$ cat src/rtl/ps2_key_sender.sv
// Device-side PS/2 transmitter: one {ext, break, code} event becomes up to three
// 11-bit frames ([E0] [F0] code), each followed by GAP idle cycles.
module ps2_key_sender #(
   parameter int CLK_DIV = 4,
   parameter int GAP     = 8
) (
   input  logic       clk,
   input  logic       rst,
   input  logic       key_valid,
   output logic       key_ready,
   input  logic [7:0] key_code,
   input  logic       key_break,
   input  logic       key_ext,
   output logic       ps2_clk,
   output logic       ps2_data,
   output logic       busy
);

   localparam int PW = (CLK_DIV > 2) ? $clog2(CLK_DIV) : 1;
   localparam int GW = (GAP > 1) ? $clog2(GAP + 1) : 1;

   typedef enum logic [2:0] {
      ST_IDLE,
      ST_PREFIX_E0,
      ST_PREFIX_F0,
      ST_CODE,
      ST_GAP
   } state_t;

   state_t         state;
   state_t         last_byte;
   logic [7:0]     code_q;
   logic           brk_q;
   logic           ext_q;
   logic [3:0]     bit_idx;
   logic [PW-1:0]  phase;
   logic           low_half;
   logic [GW-1:0]  gap_cnt;

   function automatic state_t first_byte(input logic ext, input logic brk);
      if (ext)      return ST_PREFIX_E0;
      else if (brk) return ST_PREFIX_F0;
      else          return ST_CODE;
   endfunction

   function automatic state_t byte_after(input state_t s, input logic brk);
      case (s)
         ST_PREFIX_E0: return brk ? ST_PREFIX_F0 : ST_CODE;
         ST_PREFIX_F0: return ST_CODE;
         default:      return ST_IDLE;
      endcase
   endfunction

   function automatic logic [7:0] byte_val(input state_t s, input logic [7:0] code);
      case (s)
         ST_PREFIX_E0: return 8'hE0;
         ST_PREFIX_F0: return 8'hF0;
         default:      return code;
      endcase
   endfunction

   // Frame bit 0 is start, 1..8 carry the byte LSB first, 9 is odd parity, 10 stop.
   function automatic logic frame_bit(input logic [7:0] b, input logic [3:0] idx);
      case (idx)
         4'd0:    return 1'b0;
         4'd9:    return ~^b;
         4'd10:   return 1'b1;
         default: return b[3'(idx - 4'd1)];
      endcase
   endfunction

   always_ff @(posedge clk) begin
      if (rst) begin
         state     <= ST_IDLE;
         last_byte <= ST_IDLE;
         code_q    <= '0;
         brk_q     <= 1'b0;
         ext_q     <= 1'b0;
         bit_idx   <= '0;
         phase     <= '0;
         low_half  <= 1'b0;
         gap_cnt   <= '0;
         ps2_clk   <= 1'b1;
         ps2_data  <= 1'b1;
         key_ready <= 1'b1;
         busy      <= 1'b0;
      end else begin
         case (state)
            ST_IDLE: begin
               if (key_valid) begin
                  state     <= first_byte(key_ext, key_break);
                  code_q    <= key_code;
                  brk_q     <= key_break;
                  ext_q     <= key_ext;
                  key_ready <= 1'b0;
                  busy      <= 1'b1;
                  bit_idx   <= '0;
                  phase     <= '0;
                  low_half  <= 1'b0;
                  ps2_clk   <= 1'b1;
                  ps2_data  <= 1'b0;
               end
            end

            ST_PREFIX_E0, ST_PREFIX_F0, ST_CODE: begin
               if (phase != PW'(CLK_DIV - 1)) begin
                  phase <= phase + 1'b1;
               end else begin
                  phase <= '0;
                  if (!low_half) begin
                     low_half <= 1'b1;
                     ps2_clk  <= 1'b0;
                  end else if (bit_idx == 4'd10) begin
                     state     <= ST_GAP;
                     last_byte <= state;
                     gap_cnt   <= '0;
                     low_half  <= 1'b0;
                     ps2_clk   <= 1'b1;
                     ps2_data  <= 1'b1;
                  end else begin
                     // Data only moves at the start of a HIGH phase, so it is
                     // settled for a full phase before the host's falling edge.
                     bit_idx  <= bit_idx + 4'd1;
                     low_half <= 1'b0;
                     ps2_clk  <= 1'b1;
                     ps2_data <= frame_bit(byte_val(state, code_q), bit_idx + 4'd1);
                  end
               end
            end

            ST_GAP: begin
               if (gap_cnt != GW'(GAP - 1)) begin
                  gap_cnt <= gap_cnt + 1'b1;
               end else if (byte_after(last_byte, brk_q) == ST_IDLE) begin
                  state     <= ST_IDLE;
                  key_ready <= 1'b1;
                  busy      <= 1'b0;
               end else begin
                  state    <= byte_after(last_byte, brk_q);
                  bit_idx  <= '0;
                  phase    <= '0;
                  low_half <= 1'b0;
                  ps2_clk  <= 1'b1;
                  ps2_data <= 1'b0;
               end
            end

            default: begin
               state     <= ST_IDLE;
               key_ready <= 1'b1;
               busy      <= 1'b0;
               ps2_clk   <= 1'b1;
               ps2_data  <= 1'b1;
            end
         endcase
      end
   end

   logic unused_ok;
   assign unused_ok = ext_q;

endmodule

$ cat config.mk
export PLATFORM = sky130hd
export DESIGN_NAME = ps2_key_sender
export DESIGN_NICKNAME = d
export VERILOG_FILES = /design/src/rtl/ps2_key_sender.sv
export SDC_FILE = /design/constraint.sdc
export NUM_CORES = 1
export LEC_CHECK = 0
export CAP_MARGIN = 10
export CORE_MARGIN = 2
export CORE_UTILIZATION = 45
export DETAILED_ROUTE_END_ITERATION = 8
export HOLD_SLACK_MARGIN = 0.05
export MAX_ROUTING_LAYER = met4
export PLACE_DENSITY = 0.7
export SLEW_MARGIN = 20
export SYNTH_ARGS = -nofsm -noshare
export SYNTH_HDL_FRONTEND = slang
export SYNTH_SLANG_ARGS = --single-unit
export TNS_END_PERCENT = 5
$ cat constraint.sdc
create_clock -name clk -period 4.3 [get_ports clk]
set_input_delay 0.645 -clock clk [delete_from_list [all_inputs] [get_ports clk]]
set_output_delay 0.645 -clock clk [all_outputs]
set_load 0.005 [all_outputs]
==> results of run 1 <==
==> power by group through the flow <==
stage / combinational (mW) / clock [mW] / sequential, mW
detailed placement: 0.148 / 0 / 0.321
finish: 0.149 / 0.264 / 0.315
global route: 0.168 / 0.282 / 0.319
CTS: 0.149 / 0.272 / 0.315
floorplan: 0.117 / 0 / 0.312
global placement: 0.147 / 0 / 0.321
==> placed cells by master, fill, tap and decap left out, drive strengths merged, types with 2 or more instances in the layout <==
cell	n
xor2	3
and2	3
clkbuf	8
o211ai	3
inv	8
mux2i	2
nor3	3
nor2	25
nand3	6
xnor2	7
a21oi	26
nand4	2
o311ai	2
o21ai	12
clkdlybuf4s50	16
a22oi	2
o22ai	2
ha	7
nand3b	5
nand2b	6
nand2	32
o21bai	2
dfxtp	30
or2	3
==> layer usage <==
layer | up-vias | global-route usage
li1 | 800 | -
met1 | 687 | 0.253
met2 | 31 | 0.288
met3 | 6 | 0.0409
met4 | 0 | 0.0689
met5 | - | -
==> area by class of cell <==
| cell class | count | area [sq um] |
|---|---|---|
| Fill cell | 347 | 1670 |
| Multi-Input combinational cell | 173 | 1050 |
| Sequential cell | 30 | 601 |
| Timing Repair Buffer | 16 | 160 |
| Clock buffer | 8 | 110 |
| Tap cell | 48 | 60.1 |
| Inverter | 8 | 30.0 |
==> tightest hold or removal path: stages (launching register included) <==
cell	delay, ns
dfxtp_1	0.31
nand2_1	0.05
a21oi_1	0.05
==> kinds of logic after synthesis <==
group           share of synthesized area
compound gates                      0.214
xor+xnor                           0.0636
fa+ha+maj                          0.0506
buf+inv                            0.0434
flops                               0.347
mux                                0.0333
simple gates                        0.248
==> through the flow <==
stage	area [sq um]	std cells	hold slack (ns)	total power [mW]
final	2020	283	0.470	0.728
after global routing	2020	283	0.502	0.769
after CTS	2020	283	0.475	0.736
after detailed placement	1910	275	0.466	0.469
after global placement	1910	275	0.462	0.468
after floorplan	1730	221	0.436	0.429
==> path summary, 6_finish.rpt <==
check | slack, ns | end | startpoint
worst min-delay path | 0.47 | brk_q$_SDFFE_PP0P_ | brk_q$_SDFFE_PP0P_
worst max-delay path | 1.90 | ps2_data$_SDFFE_PP1P_ | bit_idx[0]$_SDFFE_PP0P_
worst min register to register | 0.47 | brk_q$_SDFFE_PP0P_ | brk_q$_SDFFE_PP0P_
worst max register to register | 1.90 | ps2_data$_SDFFE_PP1P_ | bit_idx[0]$_SDFFE_PP0P_
==> registers in the layout (all words and copies together), names as in the netlist <==
register / count
code_q: 8
bit_idx: 4
gap_cnt: 4
last_byte: 3
state: 3
phase: 2
brk_q: 1
busy: 1
key_ready: 1
low_half: 1
ps2_clk: 1
ps2_data: 1
==> results.py, run 1 <==
metrics = {
    "run_status": {
        "status": "finished clean",
    },
    "pwr": {
        "p_per_area_nw_per_um2": 361,
        "clkPwrFrac": 0.363,
        "pwr-share-seq": 0.433,
        "p_int_mw": 0.527,
        "p_switching_mw": 0.201,
        "power.leakage_nw": 0.773,
        "switching_share": 0.276,
        "power_frac_comb": 0.204,
        "vdd_drop_max_mv": 0.192,
    },
    "cts": {
        "cts_buffers": 5,
        "post_cts_buffers": 0,
        "h-tree-depth": 2,
        "cts-hold-fix-buffers": 0,
        "clock_latency_ns": 0.28,
        "cts_resized": 0,
        "cts_sinks": 30,
        "cts_root_buf": "clkbuf_8",
        "clk_pin_slew_ns": 0.06,
        "clock_tree.buffer_depth": 2,
        "cts_tree": "done",
    },
    "synth": {
        "yosysMostFrequentCell": "nand2_1",
        "ys_ff_latch": 30,
        "synth_common_cells": "nand2_1, dfxtp_1, a21oi_1, nor2_1, o21ai_0",
        "synthCells": 221,
        "synth_edf_count": 0,
        "synthesis.area_sq_um": 1730,
        "async_flop_share": 0,
        "synth_top_area_cell": "dfxtp_1",
        "syn_avg_cell_area_sq_um": 7.83,
        "ys_seq_area_frac": 0.347,
        "yosys_warnings": 0,
        "synth_area_leaders": "dfxtp_1, a21oi_1, nand2_1, nor2_1, ha_1",
        "syn_nets": 241,
        "ys_types": 47,
        "synth_top_area_share": 0.347,
        "ys.flop_type": "dfxtp_1",
    },
    "sta": {
        "layout_min_cycle_time_ns": 2.40,
        "tns_ns": 0,
        "fin_ws_ns": 1.90,
        "fmax_ghz": 0.417,
        "rsz0062_at_grt": "no",
        "finalClockSkew_ns": 0.00446,
        "setup_violations": 0,
        "maxSlewHeadroom": 0.391,
        "finalMaxSlewViolations": 0,
        "worstMarginPinSlew_ns": 0.910,
        "hold_violations": 0,
        "finalCritPeriodShare": 0.558,
    },
    "layout": {
        "drive_gt1_frac": 0.0638,
        "utilization": 0.546,
        "finalNetCount": 254,
        "antennaDiodeCount": 0,
        "synthToLayoutAreaGrowth_pct": 16.5,
    },
    "setup_path": {
        "cp.required_ns": 4.44,
        "crit_fanout": 12,
        "worstPathArrival_ns": 2.54,
        "worst-setup-path-type": "reg -> reg",
        "max_stage_delay_ns": 0.59,
        "reg2regPathDepth": 7,
        "path_delay_family": "multiplexers",
        "crit_slowest_cell": "mux4_1",
        "worstPathCellList": "inv_1, ha_1, mux4_1, o21ai_0, a222oi_1, a221oi_1, o311ai_1",
        "critPathCaptureType": "flip-flop",
        "crit_path_start_kind": "flip-flop",
        "cp_num_buf_inv": 1,
        "cp.depth": 7,
    },
    "route": {
        "drc": 0,
        "first_iter_violations": 94,
        "wl_met1_um": 1810,
        "ant_nets": 0,
        "drt_wl_total_um": 3570,
        "wl_met3_um": 164,
        "dr.pass1.iters": 4,
        "avgRoutedWirePerCell_um": 12.6,
        "via_count": 1524,
        "highest_layer": "met4",
        "wl_met2_um": 1540,
        "via_per_inst": 5.39,
    },
    "floorplan": {
        "die_area_sq_um": 4360,
        "start_util": 0.469,
        "core_area_sq_um": 3690,
        "io_pins": 17,
        "rows": 22,
        "die_h_um": 66.0,
        "dieWidth_um": 66.0,
    },
    "min_path": {
        "hp-class": "reg -> reg",
        "hold_depth": 2,
    },
    "global_route": {
        "grt_max_degree": 26,
        "grt-ovfl-total": 0,
        "grt_use_total": 0.191,
        "grt_pass1_wl_um": 6220,
        "grt_pass1_vias": 1396,
        "antenna_found_initial": 0,
    },
    "place": {
        "pre_cts_ws_ns": 1.90,
        "place_congestion": 0.849,
        "hpwl_um": 2600,
        "port-buffer-count": 16,
    },
    "job": {
        "cap_viol_max_count": 0,
    },
}
Note: power is estimated with default switching activity, not from simulation.
==> inputs of run 2 (changes only) <==
- PLACE_DENSITY: 0.7 -> 0.73
- clock period: 4.3 -> 2.2 ns (I/O delays scaled with it)
==> results.py, run 2 (same netlist as run 1, synthesis figures left out) <==
metrics = {
    "sta": {
        "fmax_ghz": 0.499,
        "finalCritPeriodShare": 0.910,
        "rsz0062_at_grt": "no",
        "finalMaxSlewViolations": 0,
        "worstMarginPinSlew_ns": 0.488,
        "finalClockSkew_ns": 0.00919,
        "maxSlewHeadroom": 0.674,
        "hold_violations": 0,
        "setup_violations": 0,
        "layout_min_cycle_time_ns": 2.00,
        "tns_ns": 0,
    },
    "setup_path": {
        "worstPathArrival_ns": 2.17,
        "crit_fanout": 3,
        "worst-setup-path-type": "reg -> reg",
        "r2r_start": "bit_idx[0]$_SDFFE_PP0P_",
        "r2r_slack_ns": 0.20,
        "crit_path_start_kind": "flip-flop",
        "cp.required_ns": 2.36,
        "critPathCaptureType": "flip-flop",
        "startpoint": "bit_idx[0]$_SDFFE_PP0P_",
    },
    "layout": {
        "finalNetCount": 265,
        "final_common_cell": "nand2_1",
        "reg_top3": "code_q x8, bit_idx x4, gap_cnt x4",
        "regMostFlops": "code_q",
        "antennaDiodeCount": 0,
        "drive_gt1_frac": 0.110,
        "final_cell_mix": "nand2_1, dfxtp_1, a21oi_1",
        "design_area_sq_um": 2140,
        "synthToLayoutAreaGrowth_pct": 23.4,
        "largest_reg_flops": 8,
        "final_cells": 294,
    },
    "cts": {
        "cts-hold-fix-buffers": 0,
        "cts_buffers": 5,
        "clk_pin_slew_ns": 0.07,
        "h-tree-depth": 2,
        "cts_root_buf": "clkbuf_8",
        "cts_tree": "done",
        "clock_tree.buffer_depth": 2,
        "clock_latency_ns": 0.28,
        "cts_sinks": 30,
    },
    "pwr": {
        "power_frac_comb": 0.193,
        "switching_share": 0.250,
        "clkPwrFrac": 0.426,
        "vdd_drop_max_mv": 0.565,
        "power.leakage_nw": 0.842,
        "pwr-share-seq": 0.381,
        "p_int_mw": 1.21,
        "p_per_area_nw_per_um2": 758,
        "p_switching_mw": 0.405,
        "p_total_mw": 1.62,
    },
    "route": {
        "via_count": 1591,
        "first_iter_violations": 64,
        "drt_wl_total_um": 3780,
        "ant_nets": 0,
        "drc": 0,
        "avgRoutedWirePerCell_um": 12.8,
        "via_per_inst": 5.41,
        "dr.pass1.iters": 4,
    },
    "min_path": {
        "hp-class": "reg -> reg",
        "hp-start": "brk_q$_SDFFE_PP0P_",
    },
    "floorplan": {
        "dieWidth_um": 66.0,
        "core_area_sq_um": 3690,
        "start_util": 0.469,
        "rows": 22,
        "die_area_sq_um": 4360,
        "die_h_um": 66.0,
        "io_pins": 17,
    },
    "global_route": {
        "antenna_found_initial": 0,
        "grt_pass1_vias": 1435,
        "grt_max_degree": 16,
        "grt_pass1_wl_um": 6500,
        "grt_use_total": 0.202,
        "grt-ovfl-total": 0,
    },
    "job": {
        "cap_viol_max_count": 0,
    },
    "place": {
        "port-buffer-count": 16,
        "hpwl_um": 2760,
        "dp_cells": 286,
        "postPlaceCellArea_sq_um": 1990,
        "place_congestion": 0.871,
    },
    "run_status": {
        "status": "finished clean",
    },
}
==> run 2: metal layers <==
layer  GRT usage  wire (um)
met5           -          0
met4      0.0765         31
met3      0.0613        144
met2       0.306       1780
met1       0.255       1820
==> run 2: what timing repair did <==
| item | 4_1_cts | 5_1_grt |
|---|---|---|
| buffers inserted | 0 | 0 |
| gates resized for setup | 0 | 1 |
| endpoints found under the setup margin | 0 | 1 |
==> run 2: critical path, cell delays in order (launching register included) <==
cell and delay (ns):
dfxtp_1 0.33, inv_1 0.07, ha_1 0.32, mux4_1 0.56
o21ai_0 0.10, a222oi_1 0.11, a221oi_1 0.28, o311ai_1 0.11
==> run 2: power by group through the flow <==
stage	registers, mW	clock network, mW	logic (mW)
3_3_place_gp	0.627	0	0.309
2_1_floorplan	0.609	0	0.229
4_1_cts	0.616	0.715	0.312
5_1_grt	0.621	0.734	0.350
3_5_place_dp	0.628	0	0.310
6_report	0.616	0.690	0.313
==> run 2: cell type report <==
type | instances | area (sq um)
clock buffers | 6 | 82.6
clock inverters | 2 | 60.1
fillers | 359 | 1550
inverters | 8 | 30.0
multi-input cells | 173 | 1060
flip-flops and latches | 30 | 601
well taps | 48 | 60.1
repair buffers | 27 | 243
==> run 2: final timing paths <==
path | end | depth (start not counted)
max | ps2_data$_SDFFE_PP1P_ | 7
max reg2reg | ps2_data$_SDFFE_PP1P_ | 7
min reg2reg | brk_q$_SDFFE_PP0P_ | 2
min | brk_q$_SDFFE_PP0P_ | 2
==> run 2: stage by stage <==
| step | setup WS, ns | utilization | hold WS (ns) |
|---|---|---|---|
| global route | 0.114 | 0.579 | 0.501 |
| finish | 0.198 | 0.579 | 0.466 |
| CTS | 0.202 | 0.578 | 0.474 |
| floorplan | 0.0294 | - | 0.436 |
| global placement | 0.257 | 0.539 | 0.463 |
| detailed placement | 0.221 | 0.539 | 0.463 |
